<file path="src/rtl/ws_led_tx.sv">
// rtl/ws_led_tx.sv - WS2812-style one-wire NRZ pixel serialiser (optional word prefetch: WS_LED_TX_PREFETCH_EN)
module ws_led_tx #(
    parameter int BITS      = 24,
    parameter int T0H_CYC   = 8,
    parameter int T1H_CYC   = 16,
    parameter int BIT_CYC   = 25,
    parameter int RESET_CYC = 6000
) (
    input  logic            clk,
    input  logic            rst,
    input  logic            s_valid,
    output logic            s_ready,
    input  logic [BITS-1:0] s_data,
    input  logic            s_last,
    output logic            dout,
    output logic            busy
);

    localparam int MAX_CYC = (BIT_CYC > RESET_CYC) ? BIT_CYC : RESET_CYC;
    localparam int CW      = $clog2(MAX_CYC + 1);
    localparam int BW      = $clog2(BITS + 1);

    localparam logic [1:0] ST_IDLE  = 2'd0;
    localparam logic [1:0] ST_HIGH  = 2'd1;
    localparam logic [1:0] ST_LOW   = 2'd2;
    localparam logic [1:0] ST_LATCH = 2'd3;

    // Terminal counts: each state runs while cnt_q counts up from 0 to its END value.
    localparam logic [CW-1:0] HI0_END   = CW'(T0H_CYC - 1);
    localparam logic [CW-1:0] HI1_END   = CW'(T1H_CYC - 1);
    localparam logic [CW-1:0] LO0_END   = CW'(BIT_CYC - T0H_CYC - 1);
    localparam logic [CW-1:0] LO1_END   = CW'(BIT_CYC - T1H_CYC - 1);
    localparam logic [CW-1:0] LATCH_END = CW'(RESET_CYC - 1);
    localparam logic [BW-1:0] BITS_INIT = BW'(BITS);

    generate
        if (!(T0H_CYC > 0 && T0H_CYC < T1H_CYC && T1H_CYC < BIT_CYC &&
              RESET_CYC >= 1 && BITS >= 1)) begin : g_cfg_err
            $error("ws_led_tx: illegal timing/width parameters");
        end
    endgenerate

    logic [1:0]      state_q, state_d;
    logic [CW-1:0]   cnt_q, cnt_d;
    logic [BW-1:0]   bit_q, bit_d;
    logic [BITS-1:0] shift_q, shift_d;
    logic            last_q, last_d;
    logic            dout_q;

    logic            xfer;
    logic            load;
    logic [BITS-1:0] load_data;
    logic            load_last;
    logic            cur_one;
    logic [CW-1:0]   high_end;
    logic [CW-1:0]   low_end;

    assign xfer     = s_valid & s_ready;
    assign cur_one  = shift_q[BITS-1];
    assign high_end = cur_one ? HI1_END : HI0_END;
    assign low_end  = cur_one ? LO1_END : LO0_END;
    assign busy     = (state_q != ST_IDLE);
    assign dout     = dout_q;

`ifdef WS_LED_TX_PREFETCH_EN
    logic [BITS-1:0] hold_data_q, hold_data_d;
    logic            hold_last_q, hold_last_d;
    logic            hold_full_q, hold_full_d;
    logic            next_avail;

    // A free hold slot accepts a word anywhere except during the latch gap.
    assign s_ready    = !rst && !hold_full_q && (state_q != ST_LATCH);
    // The held word has priority; an empty hold lets a same-cycle transfer go straight to the shifter.
    assign next_avail = hold_full_q || xfer;
    assign load_data  = hold_full_q ? hold_data_q : s_data;
    assign load_last  = hold_full_q ? hold_last_q : s_last;
`else
    assign s_ready   = !rst && (state_q == ST_IDLE);
    assign load_data = s_data;
    assign load_last = s_last;
`endif

    // Bit-timing FSM: HIGH/LOW per bit, LATCH gap after a frame, shifter load on word start.
    always_comb begin
        state_d = state_q;
        cnt_d   = cnt_q;
        bit_d   = bit_q;
        shift_d = shift_q;
        last_d  = last_q;
        load    = 1'b0;
        case (state_q)
            ST_IDLE: begin
                cnt_d = '0;
`ifdef WS_LED_TX_PREFETCH_EN
                load  = next_avail;
`else
                load  = xfer;
`endif
            end
            ST_HIGH: begin
                if (cnt_q == high_end) begin
                    state_d = ST_LOW;
                    cnt_d   = '0;
                end else begin
                    cnt_d = cnt_q + CW'(1);
                end
            end
            ST_LOW: begin
                if (cnt_q == low_end) begin
                    cnt_d = '0;
                    if (bit_q == BW'(1)) begin
                        if (last_q) begin
                            state_d = ST_LATCH;
                        end else begin
                            state_d = ST_IDLE;
`ifdef WS_LED_TX_PREFETCH_EN
                            load    = next_avail;
`endif
                        end
                    end else begin
                        state_d = ST_HIGH;
                        bit_d   = bit_q - BW'(1);
                        shift_d = shift_q << 1;
                    end
                end else begin
                    cnt_d = cnt_q + CW'(1);
                end
            end
            ST_LATCH: begin
                if (cnt_q == LATCH_END) begin
                    state_d = ST_IDLE;
                    cnt_d   = '0;
                end else begin
                    cnt_d = cnt_q + CW'(1);
                end
            end
            default: begin
                state_d = ST_IDLE;
                cnt_d   = '0;
            end
        endcase
        if (load) begin
            state_d = ST_HIGH;
            cnt_d   = '0;
            bit_d   = BITS_INIT;
            shift_d = load_data;
            last_d  = load_last;
        end
    end

    // State registers; dout follows the HIGH state one cycle later so the pad sees a clean register.
    always_ff @(posedge clk) begin
        if (rst) begin
            state_q <= ST_IDLE;
            cnt_q   <= '0;
            bit_q   <= '0;
            shift_q <= '0;
            last_q  <= 1'b0;
            dout_q  <= 1'b0;
        end else begin
            state_q <= state_d;
            cnt_q   <= cnt_d;
            bit_q   <= bit_d;
            shift_q <= shift_d;
            last_q  <= last_d;
            dout_q  <= (state_q == ST_HIGH);
        end
    end

`ifdef WS_LED_TX_PREFETCH_EN
    // Hold slot: emptied when the shifter takes it, refilled by any transfer not consumed directly.
    always_comb begin
        hold_data_d = hold_data_q;
        hold_last_d = hold_last_q;
        hold_full_d = hold_full_q;
        if (load && hold_full_q) begin
            hold_full_d = 1'b0;
        end
        if (xfer && !(load && !hold_full_q)) begin
            hold_data_d = s_data;
            hold_last_d = s_last;
            hold_full_d = 1'b1;
        end
    end

    // Hold register storage; reset discards any pending word.
    always_ff @(posedge clk) begin
        if (rst) begin
            hold_data_q <= '0;
            hold_last_q <= 1'b0;
            hold_full_q <= 1'b0;
        end else begin
            hold_data_q <= hold_data_d;
            hold_last_q <= hold_last_d;
            hold_full_q <= hold_full_d;
        end
    end
`endif

endmodule

</file>
<file path="config.mk">
export PLATFORM = sky130hd
export DESIGN_NAME = ws_led_tx
export DESIGN_NICKNAME = d
export VERILOG_FILES = /design/src/rtl/ws_led_tx.sv
export SDC_FILE = /design/constraint.sdc
export NUM_CORES = 1
export LEC_CHECK = 0
export BUFFER_PORTS_ARGS = -buffer_cell sky130_fd_sc_hd__buf_2
export CAP_MARGIN = 20
export CORE_ASPECT_RATIO = 1.1
export CORE_MARGIN = 5
export CORE_UTILIZATION = 25
export DETAILED_ROUTE_END_ITERATION = 8
export HOLD_SLACK_MARGIN = 0.1
export MAX_ROUTING_LAYER = met4
export PLACE_DENSITY = 0.49
export SYNTH_ARGS = -nofsm -noshare
export SYNTH_HDL_FRONTEND = slang
export SYNTH_SLANG_ARGS = --single-unit
</file>
<file path="constraint.sdc">
create_clock -name clk -period 1.8 [get_ports clk]
set_clock_uncertainty 0.1 [all_clocks]
set_input_delay 0.36 -clock clk [delete_from_list [all_inputs] [get_ports clk]]
set_output_delay 0.36 -clock clk [all_outputs]
set_load 0.1 [all_outputs]
</file>
## Word-level counts from Yosys, hierarchy flattened

Cells that the tools add are included.

| word-level totals | value |
|---|---|
| output and inout port bits | 3 |
| bits of input ports | 28 |
| flip-flop bits (word level) | 46 |

| cells by class | value |
|---|---|
| bitwise gates (word level) | 2 |
| muxes and demuxes | 22 |
| reduce and logical (&&, ||, !) cells | 13 |
| equality and inequality tests | 14 |
| add/sub/neg operators | 2 |

Operators by type and width:

| operator | number |
|---|---|
| $mux 24 | 4 |
| $pmux 13 s4 | 1 |
| $mux 13 | 3 |
| $mux 5 | 5 |
| $add 13x1->13 const B | 1 |
| $eq 13x13->1 const B | 1 |
| $eq 13x4->1 | 1 |
| $eq 13x5->1 | 1 |
| $mux 2 | 5 |
| $ne 3x3->1 const B | 3 |
| $ne 2x2->1 const B | 4 |
| $reduce_and 4->1 | 2 |
| $pmux 2 s3 | 1 |
| $reduce_and 3->1 | 2 |
| $reduce_bool 2->1 | 3 |
| $eq 5x1->1 const B | 1 |
| $sub 5x1->5 const B | 1 |
| $eq 2x2->1 const B | 2 |
| $mux 4 | 1 |
| $reduce_bool 4->1 | 1 |
| $reduce_bool 3->1 | 1 |
| $eq 2x1->1 const B | 1 |
| $logic_not 2->1 | 1 |
| $mux 1 | 2 |
| other kinds (5) | 5 |

## Longest topological paths before layout

Gate-level depths: netlist (run 1).

| depth | value |
|---|---|
| word-level depth | 6 |
| depth in mapped cells | 9 |
| gate-level depth less buffers | 7 |

## Worst setup path before layout (run 1)

OpenSTA, ideal clock, no wires.

| timing | value |
|---|---|
| kind | register -> register |
| start point | reg state_q[0] |
| end point | reg shift_q[12] |
| stages on the path, launching flop included | 8 |
| setup slack | -1.453 ns |
| arrival | 3.068 ns |
| data required time | 1.614 ns |
| path through | dfxtp_1 inv_1 ha_1 nor2b_1 nand2_1 clkbuf_1 buf_1 a211oi_1 |

| on the way | value |
|---|---|
| longest elaborated chain between the ends | 6 |
| elaborated cells on any way between the ends | 10 |
| those cells by class | eq/ne (2); mux (2); bitwise (1); reduce/logical (5) |

Ends and longest elaborated chain:

| what | line | source |
|---|---|---|
| start: declaration | 43 | `logic [1:0] state_q, state_d;` |
| start signal: assignment | 161 | `state_q <= state_d;` |
| $logic_not 2->1 (*) | 78 | `assign s_ready = !rst && (state_q == ST_IDLE);` |
| $logic_and 1x1->1 (*) | 78 |  |
| net s_ready | 12 | `output logic s_ready,` |
| $and 1x1->1 (*) | 58 | `assign xfer = s_valid & s_ready;` |
| $mux 1 (*) | 91 | `case (state_q)` |
| $ne 2x2->1 (no line) / $reduce_bool 2->1 (equally long branches) | n/a |  |
| $reduce_and 3->1 (no line) | n/a |  |
| end signal: assignment | 164 | `shift_q <= shift_d;` |
| end: declaration | 46 | `logic [BITS-1:0] shift_q, shift_d;` |

The timed path passes the listed nets; every way through them passes the cells marked *.
A chain may end at the register's enable or synchronous reset.

## Worst setup path in the final report (run 1)

| timing | value |
|---|---|
| start point | reg cnt_q[1] |
| end point | reg state_q[0] |

| on the way | value |
|---|---|
| longest elaborated chain between the ends | 3 |
| elaborated cells on any way between the ends | 7 |
| those cells by class | eq/ne (6); reduce/logical (1) |

Ends and longest elaborated chain:

| what | line | source |
|---|---|---|
| start: declaration | 44 | `logic [CW-1:0] cnt_q, cnt_d;` |
| start signal: assignment | 162 | `cnt_q <= cnt_d;` |
| $eq 13x13->1 (tied with other cells) | 130 | `if (cnt_q == LATCH_END) begin` |
| $ne 3x3->1 (no line) | n/a |  |
| $reduce_and 4->1 (no line) (*) | n/a |  |

Every way passes the cells marked *; elsewhere a longest branch is shown, timed or not.

==> results of run 1 <==
==> cells in the mapped netlist, drive strengths merged, types with 2 or more instances <==
library cell  instances  area [sq um]
dfxtp                46           921
nor2                 46           173
a211oi               26           195
mux2i                24           240
nand2                13          48.8
inv                  12          45.0
ha                   10           125
xnor2                 9          78.8
clkbuf                8          30.0
buf                   6          46.3
xor2                  6          52.6
nor4                  5          37.5
nand3                 4          20.0
nand3b                4          30.0
nand4                 4          25.0
nor2b                 3          18.8
nor3                  3          20.0
a21o                  2          15.0
and4                  2          17.5
o21ai                 2          10.0
==> logic make-up (layout without fill, tap and decap cells) <==
family | after synthesis | after routing | share of synthesized area, %
fa+ha+maj | 10 | 10 | 5.51
xor+xnor | 15 | 15 | 5.79
buf+inv | 26 | 94 | 5.35
compound gates | 38 | 38 | 12.6
mux | 24 | 24 | 10.6
simple gates | 90 | 90 | 19.6
flops | 46 | 46 | 40.6
==> stage by stage <==
step	hold slack, ns	worst slack, ns
floorplan	0.314	-0.172
global placement	0.379	-0.127
detailed placement	0.385	-0.151
CTS	0.160	-0.105
global route	0.201	-0.200
finish	0.173	-0.130
==> registers in the layout, summed over array words and instances (netlist names) <==
name and flops:
dout 1, cnt_q 13, shift_q 24, state_q 2, last_q 1, bit_q 5
==> final timing paths <==
kind	startpoint	endpoint	slack, ns	cells past startpoint
min	s_last	last_q$_SDFFE_PP0P_	0.17	3
max	cnt_q[1]$_SDFF_PP0_	state_q[0]$_SDFFE_PP0P_	-0.13	6
min reg2reg	last_q$_SDFFE_PP0P_	last_q$_SDFFE_PP0P_	0.40	2
max reg2reg	cnt_q[1]$_SDFF_PP0_	state_q[0]$_SDFFE_PP0P_	-0.13	6
==> critical path: stages (launching register included) <==
cell	delay (ns)
sky130_fd_sc_hd__dfxtp_2	0.35
sky130_fd_sc_hd__ha_2	0.19
sky130_fd_sc_hd__nand3_2	0.09
sky130_fd_sc_hd__or4_4	0.47
sky130_fd_sc_hd__a2111oi_4	0.37
sky130_fd_sc_hd__and3_1	0.20
sky130_fd_sc_hd__nor4_1	0.05
==> final cells by class <==
class	instances	area (sq um)	area share (%)
inverter	12	52.6	1.63
tap	114	143	4.43
timing repair buffer	74	583	18.1
clock buffer	5	68.8	2.14
sequential	46	932	29.0
clock inverter	3	48.8	1.52
multi-input combinational	177	1390	43.2
==> routing by layer <==
metal  global-route usage [%]  vias to the layer above  share of wire (%)  wire [um]
met5                        -                        -                  0          0
met4                     3.75                        0                2.1        119
met3                     2.41                       11                4.2        231
met2                     17.7                       36                 47       2600
met1                     12.8                      917                 47       2590
li1                         -                     1008                  -          -
==> power breakdown <==
part           internal, mW  switching, mW
clock network         0.423          0.385
registers              1.15         0.0803
logic                 0.526          0.638
total                  2.10           1.10
==> what timing repair did <==
| action | CTS | global route |
|---|---|---|
| hold buffers | 0 | 0 |
| endpoints found under the setup margin | 43 | 45 |
| cloned | 2 | 0 |
| resized for setup | 26 | 5 |
| buffers inserted | 6 | 1 |
| pin swaps | 17 | 5 |
==> impl_metrics.toml, run 1 <==
[outcome]
status = "complete, but fails checks"
violations_in_the_final_reports = "setup timing"

[layout]
layout-drive-gt1-share_pct = 38.5
layout-area-overhead-vs-synth_pct = 41.7
layout.cells.most_common_list = "sky130_fd_sc_hd__nor2_1 (46), sky130_fd_sc_hd__dfxtp_1 (39), sky130_fd_sc_hd__buf_4 (36), sky130_fd_sc_hd__buf_2 (28), sky130_fd_sc_hd__mux2i_1 (24)"
final_util_pct = 36.3
number_of_standard_cells_in_the_layout_taps_in_and_fillers_out = 431
num-nets-final = 354
layout_commonest_cell = "sky130_fd_sc_hd__nor2_1"
antennaDiodeCount = 0
fin_area_sq_um = 3220
num-fill-cells = 907

[critical_path]
critPathMaxFanout = 3
worst-endpoint-required_ns = 1.88
startpoint_type = "flop"
timing.critical_path.arrival_ns = 2.01
worst-setup-path-type = "reg -> reg"
worst_setup_path_end_kind = "flop"

[grt]
grt_antenna_before_repair = 0
grt_first_pass_wirelength_mm = 9.17
first_global_vias = 1973
groute.usage.overall_pct = 10.7
overflow = 0
grt_max_degree = 35

[power]
cellPowerDensity_nw_per_um2 = 996
p_leak_nw = 1.21
ir_drop_v = 0.000455
p_total_mw = 3.20

[sta]
hold_viol = 0
slew_violations = 0
final_setup_tns_ns = -2.17
max_slew_margin_pct = 68.0
timing_worst_slew_pin_value_ns = 0.484
final.period_utilization_pct = 107
finalSetupViolCount = 38
worst_slack_ns = -0.130
finalCriticalPeriod_ns = 1.93
peak_freq_mhz = 518
rsz0062_at_grt = "yes"

[synth]
synth.ff_latch_count = 46
synth_edf_count = 0
post_synth_instance_area_sq_um = 2270
postSynthAreaPerCell_sq_um = 9.12
yosys_most_used_dff = "sky130_fd_sc_hd__dfxtp_1"
synth_cell_type_count = 39
post_synth_inst_count = 249
postSynth.asyncResetShare_pct = 0
sequential_element_share_of_the_synthesized_area_pct = 40.6
postSynthNetCount = 287
synth_warnings = 0

[drt]
vias = 1972
drc = 0
drt-pass1-iter-count = 4
post_drt_via_cell_ratio = 4.58
routed_wire_length_mm = 5.54
detail_route.wl_per_cell_um = 12.9
initialDrtViolationCount = 60
route.antenna.remaining_nets = 0

[floorplan]
top_level_ports = 31
die_height_um = 110
die_area_sq_um = 11100
floorplan.initialDensity_pct = 25.6
floorplan.core_area_sq_um = 8870
x_dimension_of_the_die_um = 101
core.rowCount = 36

[cts]
tritoncts = "done"
clkSlewWorstSetupHoldPaths_ns = 0.10
cts_inserted_buffers = 5
clock_insertion_delay_worst_skew_ns = 0.31
bufs_on_longest_clock_path = 2
ctsHtreeMaxLevel = 2
cts_sinks = 46
cts.root.buffer_cell = "sky130_fd_sc_hd__clkbuf_8"

[placed_design]
buffer_ports.inserted = 30
gp_routability_congestion = 0.894
dp_hpwl_mm = 3.79
dpl.cell_count = 414
placement.cell_area_sq_um = 2900

[job]
max_cap_violations = 0

[worst_hold_path]
worstHoldPathType = "in -> reg"
No activity file was read; power rests on OpenSTA's default activity.
==> run 2, diff against run 1 <==
Settings changed: PLACE_DENSITY 0.49 to 0.47.
Clock period 1.8 ns to 1.85 ns, I/O delays scaled along.
==> impl_metrics.toml, run 2 (synthesized netlist as in run 1, its figures left out) <==
[outcome]
status = "complete, but fails checks"
violations_in_the_final_reports = "setup timing"

[critical_path]
timing.critical_path.arrival_ns = 2.03
cp_slowest_cell = "sky130_fd_sc_hd__or4_4"
worst-setup-path-type = "reg -> reg"
startpoint_type = "flop"
path_delay_family = "simple AND/OR/NAND/NOR gates"
worst_setup_path_end_kind = "flop"
critPathMaxStageDelay_ns = 0.59
critical_path.cell_chain = "nand2_1 > or4_4 > nand2_2 > a311o_1 > buf_12 > nor2_1"
worst-endpoint-required_ns = 1.94
worst-path-buf-inv = 1
critPathMaxFanout = 7

[layout]
num-fill-cells = 922
layout_commonest_cell = "sky130_fd_sc_hd__dfxtp_1"
largest-register = "shift_q"
regArea_sq_um = 935
antennaDiodeCount = 0
number_of_standard_cells_in_the_layout_taps_in_and_fillers_out = 430
reg.largest.list = "shift_q (24), cnt_q (13), bit_q (5)"
num-nets-final = 353
layout-area-overhead-vs-synth_pct = 42.4
largest_register_ff_count = 24
layout.cells.most_common_list = "sky130_fd_sc_hd__dfxtp_1 (37), sky130_fd_sc_hd__buf_4 (36), sky130_fd_sc_hd__nor2_1 (35), sky130_fd_sc_hd__buf_2 (29), sky130_fd_sc_hd__mux2i_1 (24)"
layout-drive-gt1-share_pct = 41.5
multi_input_comb_area_sq_um = 1430

[power]
cellPowerDensity_nw_per_um2 = 950
ir_drop_v = 0.000344
p_total_mw = 3.07
p_leak_nw = 1.21

[sta]
max_slew_margin_pct = 67.7
finalCriticalPeriod_ns = 1.94
peak_freq_mhz = 514
slew_violations = 0
finalSetupViolCount = 24
final.period_utilization_pct = 105
timing_worst_slew_pin_value_ns = 0.488
worst_slack_ns = -0.0939
rsz0062_at_grt = "yes"
hold_viol = 0

[placed_design]
dp_hpwl_mm = 3.76
gp_routability_congestion = 0.782
buffer_ports.inserted = 30
dpl.cell_count = 410

[job]
max_cap_violations = 0

[drt]
drt-pass1-iter-count = 4
routed_wire_length_mm = 5.47
route.antenna.remaining_nets = 0
initialDrtViolationCount = 48
drc = 0
detail_route.wl_per_cell_um = 12.7
vias = 1907
post_drt_via_cell_ratio = 4.43

[floorplan]
floorplan.core_area_sq_um = 8870
x_dimension_of_the_die_um = 101
top_level_ports = 31
die_height_um = 110
core.rowCount = 36
floorplan.initialDensity_pct = 25.6
die_area_sq_um = 11100

[grt]
first_global_vias = 1798
grt_first_pass_wirelength_mm = 8.55
grt_antenna_before_repair = 0
groute.usage.overall_pct = 9.90
overflow = 0
grt_max_degree = 44

[cts]
cts_sinks = 46
clock_insertion_delay_worst_skew_ns = 0.30
ctsHtreeMaxLevel = 2
clkSlewWorstSetupHoldPaths_ns = 0.10
bufs_on_longest_clock_path = 2
cts_inserted_buffers = 5
cts.root.buffer_cell = "sky130_fd_sc_hd__clkbuf_8"
tritoncts = "done"

[worst_hold_path]
worstHoldPathType = "in -> reg"
run 2: layout make-up:
cell class	count	share of cell area [%]
clock buffer	5	2.13
clock inverter	3	1.36
inverter	12	1.47
multi-input combinational	177	44.3
sequential	46	28.9
tap	114	4.41
timing repair buffer	73	17.4
run 2: worst register-to-register path: stages (launching register included):
cell and delay [ns]:
sky130_fd_sc_hd__dfxtp_1 0.39, sky130_fd_sc_hd__nand2_1 0.12, sky130_fd_sc_hd__or4_4 0.59, sky130_fd_sc_hd__nand2_2 0.10, sky130_fd_sc_hd__a311o_1 0.29, sky130_fd_sc_hd__buf_12 0.18, sky130_fd_sc_hd__nor2_1 0.06
run 2: worst paths after layout:
check | cells after the start | start | to | slack [ns]
max | 6 | cnt_q[5]$_SDFF_PP0_ | cnt_q[7]$_SDFF_PP0_ | -0.09
min | 3 | s_last | last_q$_SDFFE_PP0P_ | 0.19
max reg2reg | 6 | cnt_q[5]$_SDFF_PP0_ | cnt_q[7]$_SDFF_PP0_ | -0.09
min reg2reg | 2 | last_q$_SDFFE_PP0P_ | last_q$_SDFFE_PP0P_ | 0.39
run 2: report_power, final:
group          total (mW)  internal (mW)  switching (mW)
logic                1.10          0.495           0.607
registers            1.19           1.12          0.0745
clock network       0.775          0.406           0.370
run 2: stage by stage:
stage / instance area [sq um] / setup slack, ns / util, % / hold WS (ns) / setup TNS (ns)
CTS: 3040 / -0.0343 / 34.2 / 0.173 / -0.141
finish: 3230 / -0.0939 / 36.4 / 0.185 / -1.25
global placement: 2870 / -0.0448 / 32.3 / 0.380 / -0.0894
detailed placement: 2870 / -0.0682 / 32.3 / 0.381 / -0.318
global route: 3230 / -0.163 / 36.4 / 0.197 / -4.08
floorplan: 2380 / -0.122 / - / 0.316 / -1.14
run 2: repair_timing:
item | 4_1_cts | 5_1_grt
resized for setup | 9 | 32
pin swaps | 14 | 15
buffers inserted | 4 | 6
endpoints found under the setup margin | 26 | 44
gates cloned | 0 | 2
hold buffers | 0 | 0
run 2: per-layer routing:
layer | up-vias | global-route usage [%] | wire length [um]
met3 | 4 | 2.47 | 211
met4 | 0 | 2.60 | 32
met2 | 25 | 15.6 | 2600
li1 | 1006 | - | -
met1 | 872 | 12.7 | 2630
met5 | - | - | 0
==> run 3, diff against run 2 <==
Settings changed: CORE_UTILIZATION 25 to 50, CTS_CLUSTER_DIAMETER from default to 120, PLACE_DENSITY 0.47 to 0.77.
==> impl_metrics.toml, run 3 (synthesized netlist as in run 1, its figures left out) <==
[outcome]
status = "complete, but fails checks"
violations_in_the_final_reports = "setup timing"

[grt]
groute.usage.overall_pct = 18.1
grt_max_degree = 49
grt_first_pass_wirelength_mm = 8.28
grt_antenna_before_repair = 0
first_global_vias = 1910
overflow = 0

[drt]
post_drt_via_cell_ratio = 5.34
drt-pass1-iter-count = 4
vias = 1990
route.antenna.remaining_nets = 0
initialDrtViolationCount = 82
detail_route.wl_per_cell_um = 13.9
routed_wire_length_mm = 5.18
drc = 0

[floorplan]
floorplan.initialDensity_pct = 52.2
top_level_ports = 31
die_height_um = 80.7
die_area_sq_um = 5990
floorplan.core_area_sq_um = 4350
core.rowCount = 25
x_dimension_of_the_die_um = 74.2

[sta]
finalCriticalPeriod_ns = 2.01
final.period_utilization_pct = 109
max_slew_margin_pct = 68.0
peak_freq_mhz = 498
timing_worst_slew_pin_value_ns = 0.484
slew_violations = 0
worst_slack_ns = -0.158
finalSetupViolCount = 38
hold_viol = 0
rsz0062_at_grt = "yes"

[power]
cellPowerDensity_nw_per_um2 = 949
p_total_mw = 2.97
p_leak_nw = 1.21
ir_drop_v = 0.000512

[critical_path]
cp_startpoint = "bit_q[1]$_SDFFE_PP0P_"
timing.critical_path.arrival_ns = 2.08
reg2regPathDepth = 8
critPathMaxFanout = 2
endpoint = "state_q[0]$_SDFFE_PP0P_"
worst_setup_path_end_kind = "flop"
regToRegEndpoint = "state_q[0]$_SDFFE_PP0P_"
worst-endpoint-required_ns = 1.92
startpoint_type = "flop"
worst-setup-path-type = "reg -> reg"
reg2reg_setup_slack_ns = -0.16
crit-reg2reg-launch = "bit_q[1]$_SDFFE_PP0P_"

[layout]
final_util_pct = 71.9
fin_area_sq_um = 3130
largest_register_ff_count = 24
layout_commonest_cell = "sky130_fd_sc_hd__nor2_1"
layout-drive-gt1-share_pct = 39.8
num-nets-final = 356
reg.largest.list = "shift_q (24), cnt_q (13), bit_q (5)"
antennaDiodeCount = 0
number_of_standard_cells_in_the_layout_taps_in_and_fillers_out = 373
largest-register = "shift_q"
layout-area-overhead-vs-synth_pct = 37.8
layout.cells.most_common_list = "sky130_fd_sc_hd__nor2_1 (45), sky130_fd_sc_hd__dfxtp_1 (37), sky130_fd_sc_hd__buf_4 (37), sky130_fd_sc_hd__buf_2 (28), sky130_fd_sc_hd__mux2i_1 (24)"
num-fill-cells = 317

[cts]
bufs_on_longest_clock_path = 2
cts_sinks = 46
clkSlewWorstSetupHoldPaths_ns = 0.09
cts_inserted_buffers = 5
tritoncts = "done"
cts.root.buffer_cell = "sky130_fd_sc_hd__clkbuf_8"
ctsHtreeMaxLevel = 2
clock_insertion_delay_worst_skew_ns = 0.30
post_cts_hold_buffer_count = 0

[job]
max_cap_violations = 0

[placed_design]
gp_routability_congestion = 0.843
dpl.cell_count = 358
dp_hpwl_mm = 3.56
placement.cell_area_sq_um = 2870
buffer_ports.inserted = 30

[worst_hold_path]
worstHoldPathType = "in -> reg"
run 3: cell type report:
type | count | area (sq um) | share of cell area (%)
Clock inverter | 1 | 8.76 | 0.280
Inverter | 12 | 45.0 | 1.44
Multi-Input combinational cell | 177 | 1380 | 44.3
Clock buffer | 7 | 86.3 | 2.76
Sequential cell | 46 | 932 | 29.8
Tap cell | 54 | 67.6 | 2.16
Timing Repair Buffer | 76 | 603 | 19.3
run 3: metal layers:
layer	vias up	global-route usage (%)	share of wire, %
met5	-	-	0
met4	0	7.12	1.4
met3	4	3.50	3.1
met2	29	30.0	51
met1	948	21.5	44
li1	1009	-	-
run 3: how the worst min path moves through the flow:
stage,startpoint,endpoint,slack (ns),cells after the start
floorplan,cnt_q[0]$_SDFF_PP0_,cnt_q[0]$_SDFF_PP0_,0.32,1
detailed placement,last_q$_SDFFE_PP0P_,last_q$_SDFFE_PP0P_,0.40,2
global route,s_last,last_q$_SDFFE_PP0P_,0.16,3
finish,s_last,last_q$_SDFFE_PP0P_,0.16,3
CTS,s_last,last_q$_SDFFE_PP0P_,0.15,3
global placement,last_q$_SDFFE_PP0P_,last_q$_SDFFE_PP0P_,0.39,2
run 3: critical path: stages (launching register included):
cell and delay (ns):
sky130_fd_sc_hd__dfxtp_2 0.34, sky130_fd_sc_hd__inv_2 0.05, sky130_fd_sc_hd__ha_1 0.14, sky130_fd_sc_hd__or4b_4 0.50
sky130_fd_sc_hd__buf_6 0.14, sky130_fd_sc_hd__o21a_1 0.17, sky130_fd_sc_hd__a2111oi_2 0.20, sky130_fd_sc_hd__and3_1 0.20
sky130_fd_sc_hd__nor4_1 0.05
run 3: per-stage QoR:
| step | hold WS [ns] | TNS, ns | setup slack, ns |
|---|---|---|---|
| 6_report | 0.157 | -2.59 | -0.158 |
| 5_1_grt | 0.163 | -5.18 | -0.214 |
| 4_1_cts | 0.152 | -0.636 | -0.0789 |
| 3_5_place_dp | 0.404 | -3.67 | -0.200 |
| 3_3_place_gp | 0.390 | -2.68 | -0.155 |
| 2_1_floorplan | 0.316 | -1.14 | -0.122 |
run 3: where the power goes:
part           internal [mW]  leakage (nW)  switching [mW]  total (mW)
clock network          0.309        0.0489           0.338       0.647
logic                  0.511         0.783           0.620        1.13
registers               1.12         0.380          0.0709        1.19
total                   1.94          1.21            1.03        2.97
run 3: repair_timing:
item	4_1_cts	5_1_grt
pin swaps	25	4
endpoints found under the setup margin	42	45
gates resized for setup	11	16
setup buffers	6	1
